===== src/rtl/tx_huge_pages_regs_if.sv =====
// TRN receive-side bundle feeding the huge-page register window.
// Active-low flags, named as on the endpoint core's receive port.
interface tx_huge_pages_regs_if;
    logic [63:0] trn_rd;
    logic [7:0]  trn_rrem_n;
    logic        trn_rsof_n;
    logic        trn_reof_n;
    logic        trn_rsrc_rdy_n;
    logic        trn_rsrc_dsc_n;
    logic        trn_rdst_rdy_n;
    logic [6:0]  trn_rbar_hit_n;

    modport master (
        output trn_rd, trn_rrem_n, trn_rsof_n, trn_reof_n,
               trn_rsrc_rdy_n, trn_rsrc_dsc_n, trn_rdst_rdy_n, trn_rbar_hit_n
    );
    modport slave (
        input  trn_rd, trn_rrem_n, trn_rsof_n, trn_reof_n,
               trn_rsrc_rdy_n, trn_rsrc_dsc_n, trn_rdst_rdy_n, trn_rbar_hit_n
    );
endinterface


===== src/rtl/tx_huge_pages_regs.sv =====
// Huge-page register window: decodes posted writes from the TRN receive stream
// into per-channel page address/qword registers and a completion buffer address.
module tx_huge_pages_regs #(
    parameter int NUM_PAGES = 2,
    parameter int BAR_IDX   = 2
) (
    input  logic                        trn_clk,
    input  logic                        reset_n,
    tx_huge_pages_regs_if.slave         trn,
    input  logic [NUM_PAGES-1:0]        huge_page_free,
    output logic [NUM_PAGES-1:0][63:0]  huge_page_addr,
    output logic [NUM_PAGES-1:0][31:0]  huge_page_qwords,
    output logic [NUM_PAGES-1:0]        huge_page_status,
    output logic [63:0]                 completed_buffer_address,
    output logic [15:0]                 drop_count
);
    localparam logic [6:0] MWR32 = 7'b10_00000;
    localparam logic [6:0] MWR64 = 7'b11_00000;

    typedef enum logic [2:0] {IDLE, HDR, DATA, COMMIT, DRAIN} state_t;

    state_t      state;
    logic        is64;
    logic [9:0]  len;
    logic [6:0]  off;
    logic [63:0] data;
    logic [1:0]  cnt;

    function automatic logic [31:0] bswap(input logic [31:0] d);
        return {d[7:0], d[15:8], d[23:16], d[31:24]};
    endfunction

    logic       acc, sof, eof, dsc, hit, lo_ok;
    logic [6:0] ft;
    logic [2:0] cnt_sum;
    logic       unused_bits;

    assign acc     = !trn.trn_rsrc_rdy_n && !trn.trn_rdst_rdy_n;
    assign sof     = !trn.trn_rsof_n;
    assign eof     = !trn.trn_reof_n;
    assign dsc     = !trn.trn_rsrc_dsc_n;
    assign hit     = !trn.trn_rbar_hit_n[BAR_IDX];
    assign ft      = trn.trn_rd[62:56];
    // On the EOF beat a nonzero low nibble of rrem_n means only the upper DW is valid.
    assign lo_ok   = !eof || (trn.trn_rrem_n[3:0] == 4'h0);
    assign cnt_sum = {1'b0, cnt} + (lo_ok ? 3'd2 : 3'd1);
    assign unused_bits = ^{trn.trn_rrem_n[7:4], trn.trn_rbar_hit_n};

    logic [3:0]  pg;
    logic        is_addr, is_qw, is_cba, ok, do_commit;
    logic [15:0] st16;

    assign st16 = 16'(huge_page_status);

    always_comb begin
        pg      = '0;
        is_addr = 1'b0;
        is_qw   = 1'b0;
        is_cba  = 1'b0;
        ok      = 1'b0;
        if (off[6:5] == 2'b01 && !off[0]) begin
            pg      = off[4:1];
            is_addr = 1'b1;
        end else if (off[6:4] == 3'b100) begin
            pg    = off[3:0];
            is_qw = 1'b1;
        end else if (off == 7'h60) begin
            is_cba = 1'b1;
        end
        // Short payload (early EOF) fails the length check here as well.
        if ({8'b0, cnt} >= len) begin
            if (is_cba)
                ok = (len == 10'd2);
            else if ((is_addr || is_qw) && int'(pg) < NUM_PAGES)
                ok = (len == (is_addr ? 10'd2 : 10'd1)) && !st16[pg];
        end
    end

    assign do_commit = (state == COMMIT) && ok;

    always_ff @(posedge trn_clk or negedge reset_n) begin
        if (!reset_n) begin
            state                    <= IDLE;
            is64                     <= 1'b0;
            len                      <= '0;
            off                      <= '0;
            data                     <= '0;
            cnt                      <= '0;
            huge_page_addr           <= '0;
            huge_page_qwords         <= '0;
            completed_buffer_address <= '0;
            drop_count               <= '0;
        end else begin
            unique case (state)
                IDLE, COMMIT: begin
                    if (state == COMMIT) begin
                        if (ok) begin
                            if (is_cba) completed_buffer_address <= data;
                            for (int k = 0; k < NUM_PAGES; k++) begin
                                if (pg == k[3:0] && is_addr) huge_page_addr[k]   <= data;
                                if (pg == k[3:0] && is_qw)   huge_page_qwords[k] <= data[31:0];
                            end
                        end else if (drop_count != 16'hFFFF) begin
                            drop_count <= drop_count + 16'd1;
                        end
                    end
                    // COMMIT also behaves as IDLE so a back-to-back SOF is not lost.
                    state <= IDLE;
                    if (acc && sof && hit) begin
                        is64 <= (ft == MWR64);
                        len  <= trn.trn_rd[41:32];
                        cnt  <= '0;
                        data <= '0;
                        if (ft == MWR32 || ft == MWR64) state <= HDR;
                        else if (!eof)                  state <= DRAIN;
                    end
                end
                HDR: if (acc) begin
                    if (dsc) begin
                        state <= IDLE;
                    end else begin
                        if (is64) begin
                            off <= trn.trn_rd[8:2];
                        end else begin
                            off <= trn.trn_rd[40:34];
                            if (lo_ok) begin
                                data[31:0] <= bswap(trn.trn_rd[31:0]);
                                cnt        <= 2'd1;
                            end
                        end
                        state <= eof ? COMMIT : DATA;
                    end
                end
                DATA: if (acc) begin
                    if (dsc) begin
                        state <= IDLE;
                    end else begin
                        case (cnt)
                            2'd0: begin
                                data[31:0] <= bswap(trn.trn_rd[63:32]);
                                if (lo_ok) data[63:32] <= bswap(trn.trn_rd[31:0]);
                            end
                            2'd1:    data[63:32] <= bswap(trn.trn_rd[63:32]);
                            default: ;
                        endcase
                        cnt <= cnt_sum[2] ? 2'd3 : cnt_sum[1:0];
                        if (eof) state <= COMMIT;
                    end
                end
                DRAIN: if (acc && (eof || dsc)) state <= IDLE;
                default: state <= IDLE;
            endcase
        end
    end

    // An unlock committing on the same edge as a free keeps the page locked.
    always_ff @(posedge trn_clk or negedge reset_n) begin
        if (!reset_n) begin
            huge_page_status <= '0;
        end else begin
            for (int k = 0; k < NUM_PAGES; k++) begin
                if (do_commit && is_qw && pg == k[3:0]) huge_page_status[k] <= 1'b1;
                else if (huge_page_free[k])             huge_page_status[k] <= 1'b0;
            end
        end
    end
endmodule


===== src/flat_wrapper.sv =====
// flat-port wrapper written by rule: the top's interface ports become plain ports
module tx_huge_pages_regs_flat 
#(
    parameter int NUM_PAGES = 2,
    parameter int BAR_IDX   = 2
)
  (trn_clk, reset_n, huge_page_free, huge_page_addr, huge_page_qwords, huge_page_status, completed_buffer_address, drop_count, trn_trn_rd, trn_trn_rrem_n, trn_trn_rsof_n, trn_trn_reof_n, trn_trn_rsrc_rdy_n, trn_trn_rsrc_dsc_n, trn_trn_rdst_rdy_n, trn_trn_rbar_hit_n);
  tx_huge_pages_regs_if trn_i ();
  input  logic trn_clk;
  input  logic reset_n;
  input  logic [NUM_PAGES-1:0] huge_page_free;
  output logic [NUM_PAGES-1:0][63:0] huge_page_addr;
  output logic [NUM_PAGES-1:0][31:0] huge_page_qwords;
  output logic [NUM_PAGES-1:0] huge_page_status;
  output logic [63:0] completed_buffer_address;
  output logic [15:0] drop_count;
  input wire logic [$bits(trn_i.trn_rd)-1:0] trn_trn_rd;
  input wire logic [$bits(trn_i.trn_rrem_n)-1:0] trn_trn_rrem_n;
  input wire logic [$bits(trn_i.trn_rsof_n)-1:0] trn_trn_rsof_n;
  input wire logic [$bits(trn_i.trn_reof_n)-1:0] trn_trn_reof_n;
  input wire logic [$bits(trn_i.trn_rsrc_rdy_n)-1:0] trn_trn_rsrc_rdy_n;
  input wire logic [$bits(trn_i.trn_rsrc_dsc_n)-1:0] trn_trn_rsrc_dsc_n;
  input wire logic [$bits(trn_i.trn_rdst_rdy_n)-1:0] trn_trn_rdst_rdy_n;
  input wire logic [$bits(trn_i.trn_rbar_hit_n)-1:0] trn_trn_rbar_hit_n;
  assign trn_i.trn_rd = trn_trn_rd;
  assign trn_i.trn_rrem_n = trn_trn_rrem_n;
  assign trn_i.trn_rsof_n = trn_trn_rsof_n;
  assign trn_i.trn_reof_n = trn_trn_reof_n;
  assign trn_i.trn_rsrc_rdy_n = trn_trn_rsrc_rdy_n;
  assign trn_i.trn_rsrc_dsc_n = trn_trn_rsrc_dsc_n;
  assign trn_i.trn_rdst_rdy_n = trn_trn_rdst_rdy_n;
  assign trn_i.trn_rbar_hit_n = trn_trn_rbar_hit_n;
  tx_huge_pages_regs #(.NUM_PAGES(NUM_PAGES), .BAR_IDX(BAR_IDX)) u_core (.trn_clk(trn_clk), .reset_n(reset_n), .trn(trn_i), .huge_page_free(huge_page_free), .huge_page_addr(huge_page_addr), .huge_page_qwords(huge_page_qwords), .huge_page_status(huge_page_status), .completed_buffer_address(completed_buffer_address), .drop_count(drop_count));
endmodule

===== config.mk =====
export PLATFORM = sky130hd
export DESIGN_NAME = tx_huge_pages_regs_flat
export DESIGN_NICKNAME = d
export VERILOG_FILES = /design/src/rtl/tx_huge_pages_regs_if.sv /design/src/rtl/tx_huge_pages_regs.sv /design/src/flat_wrapper.sv
export SDC_FILE = /design/constraint.sdc
export NUM_CORES = 1
export LEC_CHECK = 0
export CAP_MARGIN = 10
export CELL_PAD_IN_SITES_DETAIL_PLACEMENT = 1
export CELL_PAD_IN_SITES_GLOBAL_PLACEMENT = 1
export CORE_ASPECT_RATIO = 1.2
export CORE_MARGIN = 3
export CORE_UTILIZATION = 43
export CTS_CLUSTER_DIAMETER = 120
export DETAILED_ROUTE_END_ITERATION = 6
export GPL_TIMING_DRIVEN = 0
export PLACE_DENSITY_LB_ADDON = 0.25
export RECOVER_POWER = 100
export SETUP_SLACK_MARGIN = 0.02
export SYNTH_ARGS = -nofsm -noshare
export SYNTH_HDL_FRONTEND = slang
export SYNTH_SLANG_ARGS = --single-unit

===== constraint.sdc =====
create_clock -name trn_clk -period 3.8 [get_ports trn_clk]
set_input_delay 0.76 -clock trn_clk [delete_from_list [all_inputs] [get_ports trn_clk]]
set_output_delay 0.76 -clock trn_clk [all_outputs]
set_load 0.02 [all_outputs]

Word level (Yosys, flattened, before mapping)
Cells that the tools add are included.
- bits in registers: 361
- equality and inequality tests: 26
- bitwise logic cells: 1
- muxes and demuxes: 51
- $add $sub $neg: 2
- reductions and logical operators: 48
- order comparisons: 3
- operators by type and width (operator ; number):
    $mux W64 ; 3
    $mux W32 ; 5
    $pmux W32 S2 ; 2
    $pmux W32 S3 ; 1
    $reduce_and A4 Y1 ; 7
    $mux W3 ; 9
    $eq A7 B7 Y1 const B ; 3
    $mux W2 ; 10
    $add A16 B1 Y16 const B ; 1
    $ne A16 B16 Y1 const B ; 1
    $logic_and A1 B1 Y1 ; 15
    $mux W1 ; 15
    $pmux W3 S4 ; 1
    $eq A10 B10 Y1 ; 1
    $eq A10 B2 Y1 const B ; 1
    $ge A2 B10 Y1 ; 1
    $ne A2 B1 Y1 const B ; 5
    $reduce_and A9 Y1 ; 1
    $logic_not A1 Y1 ; 8
    $logic_not A4 Y1 ; 2
    $mux W4 ; 2
    $ne A2 B2 Y1 const B ; 4
    $reduce_and A8 Y1 ; 1
    $mux W7 ; 1
    other kinds (22) ; 31

Depth between registers and ports, before layout
Gate-level depths: netlist of run 1.
- word-level depth: 14
- depth in mapped cells: 10

Worst setup path after synthesis of run 1
OpenSTA, ideal clock, no wires.
- kind: input to register
- from: in trn_trn_rrem_n[1]
- to: reg u_core.data[0]
- slack: 1374 ps
- required time: 3723 ps
- stages on the path: 6
- arrival: 2349 ps
- path through: o41ai_2 > nand3b_1 > a211oi_2 > clkbuf_1 > nor2_1 > a21oi_1
- longest elaborated chain between the ends: 4
- RTL lines (item ; line ; RTL):
    from (decl) ; flat_wrapper.sv:18 ; input wire logic [$bits(trn_i.trn_rrem_n)-1:0] trn_trn_rrem_n;
    $logic_not A4 Y1 ; tx_huge_pages_regs.sv:45 ; assign lo_ok = !eof || (trn.trn_rrem_n[3:0] == 4'h0);
    $logic_or A1 B1 Y1 ; tx_huge_pages_regs.sv:45 ;
    $ne A2 B1 Y1 (no line) ; - ;
    $reduce_and A9 Y1 (no line) ; - ;
    to (signal assigned) ; tx_huge_pages_regs.sv:127 ; data[31:0] <= bswap(trn.trn_rd[31:0]);
    to (signal assigned) ; tx_huge_pages_regs.sv:140 ; data[31:0] <= bswap(trn.trn_rd[63:32]);
    to (decl) ; tx_huge_pages_regs.sv:26 ; logic [63:0] data;
No other way between the ends.
A chain may end at the register's enable or synchronous reset.

Worst setup path after layout of run 1
- from: reg u_core.cnt[0]
- to: reg u_core.huge_page_addr[98] in the netlist's numbering
- longest elaborated chain between the ends: 3
- RTL lines (item ; line ; RTL):
    from (decl) ; tx_huge_pages_regs.sv:27 ; logic [1:0] cnt;
    from (signal assigned) ; tx_huge_pages_regs.sv:146 ; cnt <= cnt_sum[2] ? 2'd3 : cnt_sum[1:0];
    $ge A2 B10 Y1 ; tx_huge_pages_regs.sv:71 ; if ({8'b0, cnt} >= len) begin
    $mux W1 ; tx_huge_pages_regs.sv:71 ;
    $reduce_and A4 Y1 (no line) ; - ;
    to (signal, indexed assignment) ; tx_huge_pages_regs.sv:100 ; if (pg == k[3:0] && is_addr) huge_page_addr[k] <= data;
    to (decl) ; tx_huge_pages_regs.sv:11 ; output logic [NUM_PAGES-1:0][63:0] huge_page_addr,
No other way between the ends.

==> results of run 1 <==
cell families after synthesis:
logic type	synth area share, %
compound gates	6.18
xor+xnor	0.902
fa+ha+maj	0.481
buf+inv	2.16
flops	62.0
mux	23.3
simple gates	4.91
layer usage:
metal,GRT usage (%),vias to the layer above,wire (microns)
li1,-,4534,-
met3,5.45,74,2550
met5,0,-,13
met1,28.3,5300,16900
met2,44.8,274,23800
met4,8.85,2,1560
how the worst max path moves through the flow:
stage	startpoint	to	slack, ns	cells past startpoint
after global placement	reset_n	u_core.huge_page_addr[120]	-13.62	1
after floorplan	trn_trn_rrem_n[1]	u_core.data[0]	1.37	6
final	u_core.cnt[0]	u_core.huge_page_addr[98]	0.55	9
after global routing	u_core.cnt[0]	u_core.huge_page_addr[108]	0.28	9
after detailed placement	trn_trn_rrem_n[1]	u_core.data[5]	0.17	6
after CTS	trn_trn_rrem_n[1]	u_core.data[5]	0.75	6
cell type report:
| cell class | count | area, sq um |
|---|---|---|
| Clock inverter | 15 | 200 |
| Fill cell | 3305 | 13300 |
| Inverter | 11 | 41.3 |
| Timing Repair Buffer | 354 | 3590 |
| Buffer | 60 | 255 |
| Clock buffer | 54 | 1080 |
| Multi-Input combinational cell | 608 | 5200 |
| Antenna cell | 4 | 10.0 |
| Sequential cell | 361 | 9030 |
| Tap cell | 450 | 563 |
layout by cell type (no fill, tap or decap), types with 5 or more instances in the layout:
cell type / Yosys / final
dfrtp_1: 361 / 361
dlygate4sd3_1: 0 / 276
mux2_2: 207 / 206
clkdlybuf4s50_1: 0 / 74
mux2_1: 60 / 61
clkbuf_1: 32 / 56
nor2_1: 51 / 51
a21oi_1: 46 / 46
nand2_1: 44 / 45
mux2i_1: 39 / 39
clkbuf_16: 0 / 38
a22oi_1: 32 / 32
o31ai_1: 32 / 32
xnor2_1: 13 / 13
inv_1: 11 / 11
o21ai_0: 10 / 10
nand4_1: 8 / 8
clkbuf_8: 0 / 7
buf_4: 6 / 6
nand3_1: 6 / 6
clkinv_2: 0 / 6
buf_2: 20 / 5
nand3b_1: 5 / 5
nand2b_1: 5 / 5
worst max-delay path, delay by kind of cell, from the launching register on:
family,cells,cell delay (ns)
buf+inv,2,0.54
compound gates,2,0.39
flops,1,0.42
fa+ha+maj,1,0.27
simple gates,3,1.19
mux,1,0.32
flip-flops by register name (all words and copies together), names as in the netlist:
register / cells
u_core.cnt: 2
u_core.completed_buffer_address: 64
u_core.data: 64
u_core.drop_count: 16
u_core.huge_page_addr: 128
u_core.huge_page_qwords: 64
u_core.huge_page_status: 2
u_core.is64: 1
u_core.len: 10
u_core.off: 7
u_core.state: 3
power by group:
| part | switching [mW] | internal (mW) |
|---|---|---|
| Clock | 1.55 | 2.27 |
| Combinational | 0.352 | 0.307 |
| Sequential | 0.311 | 4.02 |
| Total | 2.22 | 6.60 |
through the flow:
stage | setup slack (ns) | cells | cell area, sq um | hold WS [ns] | setup TNS (ns)
after floorplan | 1.37 | 1040 | 14600 | 0.464 | 0
after global placement | -13.62 | 1841 | 18600 | 0.475 | -4905.02
after detailed placement | 0.168 | 1844 | 18700 | 0.481 | 0
after CTS | 0.754 | 1913 | 20000 | 0.0794 | 0
after global routing | 0.279 | 1917 | 20000 | 0.501 | 0
final | 0.552 | 1917 | 20000 | 0.481 | 0
==> summary.md, run 1 <==
| Metric | Value |
|---|---|
| Root buf cell | clkbuf_16 |
| Failing checks | max-capacitance violations, max-slew violations |
| Dpl hpwl | between 30000 and 40000 microns |
| HP Start | u_core.huge_page_addr[58] |
| Antenna violation net count after detailed routing | 0 |
| Vias in the first global route | 11200 |
| LEAKAGE | ~10 nW |
| EDFF count, synth | 0 |
| Worst slew pin tran | about 2.3 ns |
| Reg clk slew, reported paths | 0.06 ns |
| Mapped cell area | 14600 sq um |
| H-Tree Depth | 2 |
| Leading area contributor after synthesis | dfrtp_1 |
| Mapped Cells | 1040 |
| Top cells by count, synth | dfrtp_1, mux2_2, mux2_1, nor2_1, a21oi_1 |
| Drt drc | 0 |
| CTS Buf Count | 38 |
| R2R setup slack | approximately 0.55 ns |
| Resized cells post-CTS | 0 |
| Share of the synthesized area in the top cell type | 62.0% |
| Initial DRC count | 460 |
| Crit-path max FO | 10 |
| CTS Buffer Depth | 3 |
| Die Y | about 210 microns |
| Tot GR Track Use | 24.6% |
| Gpl congestion | between 0.7 and 0.8 |
| Worst Setup End Kind | register |
| Max-cap violations | 1 |
| I/O pin cnt | 362 |
| Share of layout cells above drive strength 1 | a little under 20% |
| Ys Warns | 0 |
| Status | complete, but fails checks |
| Slew Limit Fails | 38 |
| Worst Path Arrival | 3.67 ns |
| Hold depth | 1 |
| Die Span X | between 150 and 200 microns |
| Max VDD drop | ~0.0004 V |
| Worst-Skew Late Latency | 0.55 ns |
| Routed WL | approximately 45000 microns |
| Postcts setup bufs | 0 |
| DR vias | 10200 |
| Setup violators final | 0 |
| Initial antenna violation count | 5 |
| Core Box Area | 33200 sq um |
| Worst Reg-to-Reg Cells | 9 |
| Full die area | 36100 sq um |
| First-pass GRT wire length | about 70000 microns |
| Flops & latches, synth | 361 |
| Fraction of the cycle the final worst path needs | 85.5% |
| CP max-delay cell | nand2_1 |
| Minimum clock period | 3.25 ns |
| Syn_nets | around 1100 |
| Netlist cell types | 48 |
| Max incr delay on CP | 0.69 ns |
| Drt via density | 5.31 |
| Hold Crit Class | reg2reg |
| RR Startpoint | u_core.cnt[0] |
| # rows | 73 |
| Setup Skew | 0.0163 ns |
| Largest net degree at the start of global routing | 114 |
| Fmax | just over 300 MHz |
| Slew Limit Headroom | -54.8% |
| Initial Utilization | between 40% and 50% |
| Most frequent cell after synthesis | dfrtp_1 |
| Total gr overflow | 0 |
| Seq/Total Area, Yosys | 62.0% |
| Total power | 8.81 mW |
| Largest cells by area after synthesis | dfrtp_1, mux2_2, mux2_1 |
| CTS tree | done |
| Power density cells | 441 nW/um^2 |
| Layout Utilization | around three fifths |
| P&R area growth vs syn | 37.2% |
| RR Endpoint | u_core.huge_page_addr[98] |
| Sink count of the clock tree | 361 |
| RSZ-0062 raised after global routing | no |
| Critical path required time | 4.22 ns |
| Crit-path cells | inv_1 > ha_1 > nand2b_1 > a21oi_1 > a211o_1 > nor3_1 > nand2_1 > buf_2 > mux2_2 |
| Crit Path Class | reg2reg |
| 1st-pass router iterations | 4 |
| Worst Setup Start Kind | register |
| Hold_buf cts | 0 |
| Port bufs | 351 |
| Main synth FF type | dfrtp_1 |
| Min-Delay Endpoint | u_core.huge_page_addr[58] |
| Syn Area/Cell | 14.0 sq um |
| Ys async rst share | between 90% and 100% |
| Hold Vio Cnt, Final | 0 |
| Routed len/inst | 23.4 microns |
| Nets | between 1500 and 2000 |
Note: power is estimated with default switching activity, not from simulation.
==> run 2: changes to the inputs <==
--- a/config.mk
+++ b/config.mk
@@ -7,15 +7,16 @@
 export LEC_CHECK = 0
 export CAP_MARGIN = 10
 export CELL_PAD_IN_SITES_DETAIL_PLACEMENT = 1
-export CELL_PAD_IN_SITES_GLOBAL_PLACEMENT = 1
+export CELL_PAD_IN_SITES_GLOBAL_PLACEMENT = 2
 export CORE_ASPECT_RATIO = 1.2
 export CORE_MARGIN = 3
-export CORE_UTILIZATION = 43
+export CORE_UTILIZATION = 36
 export CTS_CLUSTER_DIAMETER = 120
 export DETAILED_ROUTE_END_ITERATION = 6
 export GPL_TIMING_DRIVEN = 0
 export PLACE_DENSITY_LB_ADDON = 0.25
 export RECOVER_POWER = 100
+export REMOVE_ABC_BUFFERS = 1
 export SETUP_SLACK_MARGIN = 0.02
 export SYNTH_ARGS = -nofsm -noshare
 export SYNTH_HDL_FRONTEND = slang
==> run 2 against run 1 <==
Compared with the run above:
- the run still ends with max-capacitance violations, max-slew violations left
- combinational power increased by 3.9%
- core utilization decreased by 10 points
- clock skew decreased by 0.0058 ns
- cell area about the same
- sequential share of layout area about the same
- sequential cell count unchanged
- critical path type unchanged
==> summary.md, run 2 (synthesis results as in run 1) <==
| Metric | Value |
|---|---|
| RR Endpoint | u_core.huge_page_qwords[31] |
| Fmax | 277 MHz (-9.9%) |
| Final setup margin | 0.195 ns (-0.357 ns) |
| Power density cells | 428 nW/um^2 (-3.1%) |
| Worst Setup End Kind | register |
| Initial antenna violation count | 3 (-2) |
| Share of layout cells above drive strength 1 | 20.4% (+0.70 points) |
| Status | complete, but fails checks |
| First-pass GRT wire length | 66600 microns (-3.2%) |
| Slew Limit Headroom | -33.9% (+21 points) |
| Failing checks | max-capacitance violations, max-slew violations |
| Crit-path max FO | 11 (+1) |
| Reg clk slew, reported paths | 0.06 ns (about the same) |
| Drt drc | 0 (unchanged) |
| Largest register by flop count | u_core.huge_page_addr |
| Most common cell after layout, fill and taps aside | dfrtp_1 |
| Minimum clock period | 3.60 ns (+0.357 ns) |
| Fraction of the cycle the final worst path needs | 94.9% (+9.4 points) |
| Routed WL | 43300 microns (-3.3%) |
| Hold_buf cts | 0 (unchanged) |
| CTS Buffer Depth | 3 (unchanged) |
| Vias in the first global route | 10800 (-3.3%) |
| H-Tree Depth | 2 (unchanged) |
| Slew Limit Fails | 93 (+140%) |
| Total gr overflow | 0 (unchanged) |
| I/O pin cnt | 362 (unchanged) |
| Die Y | 226 microns (+9.0%) |
| Worst Path Arrival | 4.02 ns (+0.35 ns) |
| Initial Utilization | 36.6% (-7.2 points) |
| CTS tree | done |
| RR Startpoint | u_core.off[6] |
| DR vias | 9957 (-2.2%) |
| Worst slew pin tran | 2.01 ns (-0.313 ns) |
| Cell area after layout | 20000 sq um (about the same) |
| Max reg flops | 128 (unchanged) |
| HP Start | u_core.huge_page_addr[46] |
| Largest net degree at the start of global routing | 118 (+3.5%) |
| Critical path destination | u_core.huge_page_qwords[31] |
| Gpl congestion | 0.770 (-2.6%) |
| Hold Crit Class | reg2reg |
| Antenna violation net count after detailed routing | 0 (unchanged) |
| Pre-CTS WS | 0.255 ns (+0.0866 ns) |
| R2R setup slack | 0.20 ns (-0.36 ns) |
| 1st-pass router iterations | 4 (unchanged) |
| Crit Path Class | reg2reg |
| Postcts setup bufs | 0 (unchanged) |
| Nets | 1486 (-2.7%) |
| Max VDD drop | 0.000349 V (-13%) |
| Worst-Skew Late Latency | 0.53 ns (-0.02 ns) |
| Port bufs | 351 (unchanged) |
| Cell Area, Placed | 19000 sq um (+1.4%) |
| Tot GR Track Use | 20.1% (-4.5 points) |
| Root buf cell | clkbuf_16 |
| Max-cap violations | 2 (+1) |
| Worst Setup Start Kind | register |
| CTS Buf Count | 39 (+2.6%) |
| Resized cells post-CTS | 0 (unchanged) |
| Worst Setup SP | u_core.off[6] |
| Min Hold Slack | 0.485 ns (+0.00384 ns) |
| LEAKAGE | 10.3 nW (-0.10%) |
| Dpl hpwl | 31200 microns (-5.9%) |
| Sink count of the clock tree | 361 (unchanged) |
| Most frequent cells in the layout | dfrtp_1, dlygate4sd3_1, mux2_2 |
| Critical path required time | 4.21 ns (about the same) |
| Initial DRC count | 389 (-15%) |
| Filler Cells Inserted | 4020 (+22%) |
| Routed len/inst | 22.3 microns (-4.8%) |
| # rows | 80 (+9.6%) |
| Drt via density | 5.11 (-3.7%) |
| RSZ-0062 raised after global routing | no |
| Setup Skew | 0.0105 ns (-0.00581 ns) |
| Worst Reg-to-Reg Cells | 7 (-2) |
| Core Box Area | 39800 sq um (+20%) |
| Hold Vio Cnt, Final | 0 (unchanged) |
| Die Span X | 190 microns (+9.0%) |
| Full die area | 42900 sq um (+19%) |
| Setup violators final | 0 (unchanged) |
| P&R area growth vs syn | 37.1% (about the same) |
## run 2: cell count changes in the layout (fill, tap and decap cells not counted), moves of 3 or more
cell	previous run	this run
buf_2	5	1
buf_4	6	0
buf_12	0	3
diode_2	4	1
clkbuf_1	56	12
bufinv_16	4	1
clkbuf_2	1	7
buf_16	3	6
clkinv_2	6	1
## run 2: through the flow
stage                     util, %  power, mW  instances  setup TNS, ns
after floorplan                 -       4.63        980          -7.19
after global placement       46.4       5.04       1864       -5511.35
after detailed placement     47.7       5.07       1885              0
after CTS                    50.6       8.72       1946              0
after global routing         50.1       8.98       1947              0
final                        50.1       8.54       1947              0
## run 2: where the power goes
part,internal [mW],switching (mW)
Combinational,0.317,0.369
Clock,2.10,1.47
Sequential,4.02,0.260
Total,6.44,2.10
## run 2: cell type report
| type | instances | area [sq um] | area share (%) |
|---|---|---|---|
| clock buffers | 57 | 1120 | 5.63 |
| diodes | 1 | 2.50 | 0.0125 |
| inverters | 11 | 41.3 | 0.207 |
| repair buffers | 372 | 3820 | 19.1 |
| clock inverters | 4 | 60.1 | 0.301 |
| flip-flops and latches | 361 | 9030 | 45.2 |
| well taps | 533 | 667 | 3.34 |
| multi-input cells | 608 | 5220 | 26.1 |
## run 2: worst min-delay path by stage
stage / slack, ns / end / cells after the start
after floorplan: 0.46 / u_core.cnt[0] / 0
after CTS: 0.21 / u_core.data[50] / 1
after global routing: 0.49 / u_core.huge_page_addr[61] / 1
after detailed placement: 0.48 / u_core.huge_page_addr[40] / 1
after global placement: 0.47 / u_core.huge_page_addr[21] / 1
final: 0.48 / u_core.huge_page_addr[46] / 1
## run 2: worst max-delay path: stages, from the launching register on
cell,delay [ns]
dfrtp_1,0.44
and4bb_2,0.29
or3_1,0.35
a41oi_1,0.46
nor3_4,0.09
nand3b_1,0.57
clkbuf_1,0.86
mux2_2,0.43
## run 2: per-layer routing
layer  routed length (microns)  track usage, %
met5                        11               0
met4                      1370            6.30
met3                      2550            4.52
met2                     21700            35.2
met1                     17700            24.9
==> run 3: changes to the inputs <==
--- a/config.mk
+++ b/config.mk
@@ -9,7 +9,6 @@
 export CELL_PAD_IN_SITES_DETAIL_PLACEMENT = 1
 export CELL_PAD_IN_SITES_GLOBAL_PLACEMENT = 2
 export CORE_ASPECT_RATIO = 1.2
-export CORE_MARGIN = 3
 export CORE_UTILIZATION = 36
 export CTS_CLUSTER_DIAMETER = 120
 export DETAILED_ROUTE_END_ITERATION = 6
@@ -18,6 +17,7 @@
 export RECOVER_POWER = 100
 export REMOVE_ABC_BUFFERS = 1
 export SETUP_SLACK_MARGIN = 0.02
+export SLEW_MARGIN = 20
 export SYNTH_ARGS = -nofsm -noshare
 export SYNTH_HDL_FRONTEND = slang
 export SYNTH_SLANG_ARGS = --single-unit
==> run 3 against run 2 <==
Compared with the run above:
- the flow still finishes with violations (max-capacitance violations, max-slew violations)
- worst hold slack worse by 0.0020 ns
- clock power grew 7.6%
- first-iteration DRC count fell by 2.8%
- via count decreased by 0.73%
- register-to-register slack improved by 0.10 ns
- non-clock buffer count grew 3
- die area fell by 3.8%
- count of clock-buffer cells in the layout up 2
- worst setup slack better by 0.10 ns
- global-route usage increased by 1.1 points
==> summary.md, run 3 (synthesis results as in run 1) <==
| Metric | Value |
|---|---|
| Status | complete, but fails checks |
| Failing checks | max-capacitance violations, max-slew violations |
| Initial DRC count | 378 (-2.8%) |
| Crit Path Class | reg2reg |
| Routed len/inst | 22.1 microns (-0.89%) |
| Reg clk slew, reported paths | 0.06 ns (about the same) |
| Setup violators final | 0 (unchanged) |
| Most frequent cells in the layout | dfrtp_1, dlygate4sd3_1, mux2_2 |
| Resized cells post-CTS | 0 (unchanged) |
| Worst Setup Start Kind | register |
| Worst slew pin tran | 2.04 ns (+0.0338 ns) |
| Power density cells | 436 nW/um^2 (+2.0%) |
| Fraction of the cycle the final worst path needs | 92.2% (-2.6 points) |
| Part of the power in registers | 48.6% (-1.5 points) |
| Filler Cells Inserted | 4064 (+1.1%) |
| Slew Limit Fails | 91 (-2.2%) |
| Drt via density | 5.05 (-1.2%) |
| Internal Power | 6.66 mW (+3.4%) |
| Fmax | 285 MHz (+2.9%) |
| Die Span X | 186 microns (-2.1%) |
| Minimum clock period | 3.50 ns (-0.100 ns) |
| Initial antenna violation count | 0 (-3) |
| CTS tree | done |
| Crit-path max FO | 12 (+1) |
| Max reg flops | 128 (unchanged) |
| Part of the power in combinational logic | 7.8% (-0.2 points) |
| DR vias | 9884 (-0.73%) |
| Min Hold Slack | 0.483 ns (-0.00201 ns) |
| 1st-pass router iterations | 4 (unchanged) |
| Worst Path Arrival | 3.92 ns (-0.10 ns) |
| RSZ-0062 raised after global routing | no |
| H-Tree Depth | 2 (unchanged) |
| Die Y | 222 microns (-1.8%) |
| Worst-Skew Late Latency | 0.54 ns (about the same) |
| Largest net degree at the start of global routing | 99 (-16%) |
| Max-cap violations | 2 (unchanged) |
| Nets | 1489 (+0.20%) |
| Hold_buf cts | 0 (unchanged) |
| Largest register by flop count | u_core.huge_page_addr |
| Clock share of power | 43.6% (+1.8 points) |
| Sink count of the clock tree | 361 (unchanged) |
| Port bufs | 351 (unchanged) |
| Core Box Area | 39800 sq um (unchanged) |
| Critical path required time | 4.22 ns (about the same) |
| First-pass GRT wire length | 66100 microns (-0.84%) |
| Full die area | 41300 sq um (-3.8%) |
| Share of layout cells above drive strength 1 | 20.8% (+0.40 points) |
| Switching Power | 2.14 mW (+2.0%) |
| Setup Skew | 0.0184 ns (+0.00786 ns) |
| P&R area growth vs syn | 38.5% |
| Gpl congestion | 0.756 (-1.9%) |
| CTS Buffer Depth | 3 (unchanged) |
| Total gr overflow | 0 (unchanged) |
| Cell area after layout | 20200 sq um (+1.0%) |
| I/O pin cnt | 362 (unchanged) |
| Initial Utilization | 36.6% (unchanged) |
| Sw frac | 24.3% (-0.24 points) |
| Antenna violation net count after detailed routing | 0 (unchanged) |
| Dpl hpwl | 30000 microns (-4.0%) |
| Tot GR Track Use | 21.3% (+1.1 points) |
| Hold Crit Class | reg2reg |
| # rows | 80 (unchanged) |
| LEAKAGE | 10.4 nW (+0.99%) |
| Cell Area, Placed | 19000 sq um (-0.11%) |
| Worst Setup End Kind | register |
| Max VDD drop | 0.000301 V (-14%) |
| Hold Vio Cnt, Final | 0 (unchanged) |
| Slew Limit Headroom | -36.2% (-2.3 points) |
| Vias in the first global route | 10800 (+0.055%) |
| Ant. Diodes | 0 (-1) |
| CTS Buf Count | 39 (unchanged) |
| Routed WL | 43200 microns (-0.38%) |
| Most common cell after layout, fill and taps aside | dfrtp_1 |
| Root buf cell | clkbuf_16 |
| Postcts setup bufs | 0 (unchanged) |
| Drt drc | 0 (unchanged) |
[run 3: worst max-delay path, stage by stage, from the launching register on]
cell and delay (ns):
dfrtp_1 0.44, and4bb_1 0.29, or3_1 0.37, a41oi_1 0.52, nor3_4 0.11, nand3b_1 0.37, buf_6 0.20, clkbuf_1 0.69
mux2_1 0.40
[run 3: final cells by class]
type                       instances  area [sq um]  share of cell area [%]
inverter                          11          41.3                   0.205
clock inverter                    10           145                   0.720
tap                              533           667                    3.31
timing repair buffer             375          3890                    19.3
clock buffer                      59          1160                    5.76
multi-input combinational        608          5230                    25.9
sequential                       361          9030                    44.8
[run 3: power groups by stage]
stage / sequential, mW / combinational, mW / clock (mW)
after floorplan: 4.24 / 0.389 / 0
after global placement: 4.34 / 0.683 / 0
after detailed placement: 4.35 / 0.706 / 0
after CTS: 4.28 / 0.710 / 3.96
after global routing: 4.32 / 0.766 / 4.09
final: 4.28 / 0.687 / 3.84
[run 3: worst paths after layout]
path | depth (start not counted) | slack (ns) | startpoint | endpoint
setup / recovery | 8 | 0.30 | u_core.off[4] | u_core.huge_page_addr[21]
min in group asynchronous | 1 | 0.81 | reset_n | u_core.completed_buffer_address[43]
hold reg to reg | 1 | 0.48 | u_core.huge_page_addr[14] | u_core.huge_page_addr[14]
hold / removal | 1 | 0.48 | u_core.huge_page_addr[14] | u_core.huge_page_addr[14]
max in group asynchronous | 2 | 1.66 | reset_n | u_core.data[24]
setup reg to reg | 8 | 0.30 | u_core.off[4] | u_core.huge_page_addr[21]
[run 3: through the flow]
| stage | std cells | util, % | setup TNS [ns] | worst slack, ns | total power, mW |
|---|---|---|---|---|---|
| 6_report | 1957 | 50.6 | 0 | 0.296 | 8.80 |
| 5_1_grt | 1957 | 50.6 | 0 | 0.148 | 9.18 |
| 4_1_cts | 1957 | 50.9 | 0 | 0.344 | 8.95 |
| 3_5_place_dp | 1888 | 47.6 | 0 | 0.310 | 5.06 |
| 3_3_place_gp | 1864 | 46.4 | -5523.16 | -14.02 | 5.02 |
| 2_1_floorplan | 980 | - | -7.19 | -0.116 | 4.63 |
[run 3: layer usage]
layer  track usage, %  wire (microns)
met1             25.5           17500
met2             38.0           22300
met3             4.65            2540
met4             5.55             835
met5                0               0
==> patch 1, RTL diff (config.mk and constraints of run 3) <==
Reset style: synchronous (`reset_n`), changed in 2 clocked blocks.
--- a/src/rtl/tx_huge_pages_regs.sv
+++ b/src/rtl/tx_huge_pages_regs.sv
@@ -80,3 +80,3 @@
 
-    always_ff @(posedge trn_clk or negedge reset_n) begin
+    always_ff @(posedge trn_clk) begin
         if (!reset_n) begin
@@ -156,3 +156,3 @@
     // An unlock committing on the same edge as a free keeps the page locked.
-    always_ff @(posedge trn_clk or negedge reset_n) begin
+    always_ff @(posedge trn_clk) begin
         if (!reset_n) begin
Check against the original RTL: differs if reset_n is asserted again (counterexample within 4 cycles, from zero or initial values and one cycle with reset_n low); with reset_n held inactive, the same outputs for 4 cycles.
==> patch 1 against run 3 <==
- the run still ends with max-capacitance violations, max-slew violations left
- sequential share of layout area fell by 7.0 points
- sequential cell count did not move
- core utilization fell by 0.21 points
- die area fell by 4.1%
- via count rose by 27%
- first-iteration DRC count rose by 23%
- worst setup slack improved by 0.032 ns
- worst hold slack got worse by 0.032 ns
- non-clock buffer count rose by 11
- design area fell by 5.1%
- routed wire length rose by 8.1%
- synthesized area fell by 4.2%
- largest cell class unchanged
Power is not compared: it rests on default switching activity, and its combinational part moved more than twofold at a synthesized area within 25%.
==> patch 1: results <==
metrics = {
    "run_status": {
        "status": "finished, violations left",
        "violations": "max-capacitance violations, max-slew violations",
    },
    "worst_hold_path": {
        "hold-path-endpoint": "u_core.completed_buffer_address[0]",
        "min_path_cells": 2,
        "hold_start": "u_core.completed_buffer_address[0]",
    },
    "placement": {
        "gp_congestion": 0.792,
        "placed_cell_area_sq_um": 18100,
        "pre_cts_slack_ns": -0.160,
        "post-dp-hpwl_um": 33300,
    },
    "run": {
        "cap_viol_max_count": 2,
    },
    "pwr": {
        "power_w": 0.00789,
    },
    "worst_setup_path": {
        "cp_data_arrival_time_ns": 3.88,
        "slowest_delay_ns": 0.63,
        "path_delay_family": "buffers and inverters",
        "worstReg2RegEnd": "u_core.huge_page_qwords[55]",
        "worstSetupEndpoint": "u_core.data[35]",
        "cp_max_fo": 9,
        "reg2reg_depth": 7,
        "r2r-start": "u_core.off[6]",
    },
    "yosys": {
        "synth-compound-area-share": 0.144,
        "synthXorXnorAreaFrac": 0.00188,
        "synth_cell_types": 58,
        "synth_area_leaders": "dfxtp_1, nand2_1, mux2i_1",
        "ys_top_cells_by_count": "dfxtp_1, nand2_1, nand3_1",
        "synthArstFlopShare": 0,
        "synth_adder_area_share": 0.00574,
        "avgSynthCellArea_sq_um": 8.67,
        "yosysSeqAreaShare": 0.518,
        "muxShareOfSynthArea": 0.0811,
    },
    "global_route": {
        "grt_max_degree": 120,
        "grt_pass1_wl_um": 73400,
        "grt_pass1_vias": 13000,
        "antenna_found_initial": 1,
    },
    "layout": {
        "fillers": 4323,
        "drive_gt1_frac": 0.0534,
        "nNetsFinal": 1998,
        "regArea_sq_um": 7230,
    },
    "timing": {
        "drv_slew": 26,
        "finClkSkew_ns": 0.0190,
    },
    "detailed_routing": {
        "wl_per_cell_um": 19.4,
        "dr.first_iter.drc_count": 465,
        "vias_per_cell": 5.21,
    },
}
patch 1: cell types whose count changed after synthesis, moves of 31 or more:
cell,run 3,this run
a21oi_1,46,113
a22o_1,0,31
a22oi_1,32,1
clkbuf_1,32,78
dfrtp_1,361,0
dfxtp_1,0,361
mux2_1,60,0
mux2_2,207,0
mux2i_1,39,113
nand2_1,44,335
nand3_1,6,153
o21ai_0,10,113
o21ai_1,0,51
patch 1: routing by layer:
metal | up-vias | global-route usage | part of all wire
met5 | - | 0 | 0
met1 | 6036 | 0.282 | 0.43
met3 | 89 | 0.0541 | 0.057
met4 | 0 | 0.0910 | 0.038
met2 | 293 | 0.406 | 0.48
li1 | 6135 | - | -
patch 1: area by class of cell:
class / count / area share
flip-flops and latches: 361 / 0.378
multi-input cells: 1107 / 0.316
repair buffers: 386 / 0.204
clock buffers: 60 / 0.0629
well taps: 480 / 0.0314
clock inverters: 6 / 0.00477
inverters: 10 / 0.00235
diodes: 1 / 0.000131
==> patch 2, RTL diff (settings of run 3) <==
Made on the original files. `NUM_PAGES` is set to 2 in 2 places; all go to 4.
--- a/src/rtl/tx_huge_pages_regs.sv
+++ b/src/rtl/tx_huge_pages_regs.sv
@@ -3,3 +3,3 @@
 module tx_huge_pages_regs #(
-    parameter int NUM_PAGES = 2,
+    parameter int NUM_PAGES = 4,
     parameter int BAR_IDX   = 2
--- a/src/flat_wrapper.sv
+++ b/src/flat_wrapper.sv
@@ -3,3 +3,3 @@
 #(
-    parameter int NUM_PAGES = 2,
+    parameter int NUM_PAGES = 4,
     parameter int BAR_IDX   = 2
Interface: changed (resized huge_page_addr, huge_page_free, huge_page_qwords and huge_page_status); port bits go from 362 to 558. The function was not compared with the original's and may differ.
==> patch 2 against run 3 <==
- the flow still finishes with violations (max-capacitance violations, max-slew violations)
- routed wire length is 71% higher
- count of clock-buffer cells in the layout is 25 higher
- total power is 57% higher
- sequential cell count is 194 higher
- critical path depth is 2 lower
- fmax is 5.0% lower
- worst setup slack worse by 0.18 ns
- synthesized area is 51% higher
- combinational power is 17% higher
- design area is 53% higher
==> patch 2: results <==
metrics = {
    "detailed_routing": {
        "dr.first_iter.drc_count": 641,
        "route.met3.wl_um": 4730,
        "topRoutingLayerUsed": "met5",
    },
    "timing": {
        "drv_slew": 41,
        "worst_slew_pin_slew_ns": 2.03,
    },
    "run_status": {
        "status": "finished, violations left",
        "violations": "max-capacitance violations, max-slew violations",
    },
    "pwr": {
        "vdd_drop_max_mv": 0.386,
    },
    "worst_setup_path": {
        "r2r-start": "u_core.off[0]",
        "slowest_delay_ns": 1.09,
        "rrSetupSlack_ns": 0.20,
        "crit_path_start": "trn_trn_rrem_n[1]",
        "cp_max_fo": 33,
    },
    "yosys": {
        "yosysSeqAreaShare": 0.630,
        "synth_area_leaders": "dfrtp_1, mux2_2, mux2_1",
    },
    "placement": {
        "portBuffers": 547,
        "gp_congestion": 0.772,
        "dp_cells": 2807,
        "pre_cts_slack_ns": -0.430,
        "post-dp-hpwl_um": 53600,
    },
    "worst_hold_path": {
        "hold-path-endpoint": "u_core.huge_page_addr[179]",
        "hold_start": "u_core.huge_page_addr[179]",
    },
    "clocking": {
        "clk_latency_ns": 0.63,
        "numCtsBuffers": 57,
        "cts_hold_buf": 1,
        "clock_sinks": 555,
    },
    "layout": {
        "regArea_sq_um": 13900,
        "bufAreaShareNonClock": 0.201,
        "inverters_excl_clock": 12,
    },
    "global_route": {
        "grt_pass1_vias": 16400,
        "use_met3": 0.0633,
        "grt_pass1_wl_um": 110000,
        "met2_usage": 0.418,
    },
    "run": {
        "cap_viol_max_count": 2,
    },
    "floorplan": {
        "nWellTaps": 808,
    },
}
## patch 2: cell count changes after synthesis, moves of 6 or more
cell,run 3,this run
mux2_1,60,203
nand3_1,6,12
o21ai_0,10,22
nor2_1,51,45
dfrtp_1,361,555
mux2_2,207,255
nand2_1,44,56
buf_6,0,6
clkbuf_2,0,28
clkbuf_1,32,42
## patch 2: logic make-up after synthesis
logic type / count (synthesis) / synth area share
xor+xnor: 15 / 0.00596
flops: 555 / 0.630
compound gates: 151 / 0.0454
fa+ha+maj: 5 / 0.00318
simple gates: 159 / 0.0371
mux: 497 / 0.252
buf+inv: 121 / 0.0270
## patch 2: power by group
part / internal (W) / switching [W] / leakage, nW / total, W
clock network: 0.00383 / 0.00245 / 1.05 / 0.00628
logic: 0.000354 / 0.000447 / 7.73 / 0.000801
registers: 0.00613 / 0.000633 / 7.67 / 0.00677
total: 0.0103 / 0.00353 / 16.4 / 0.0139
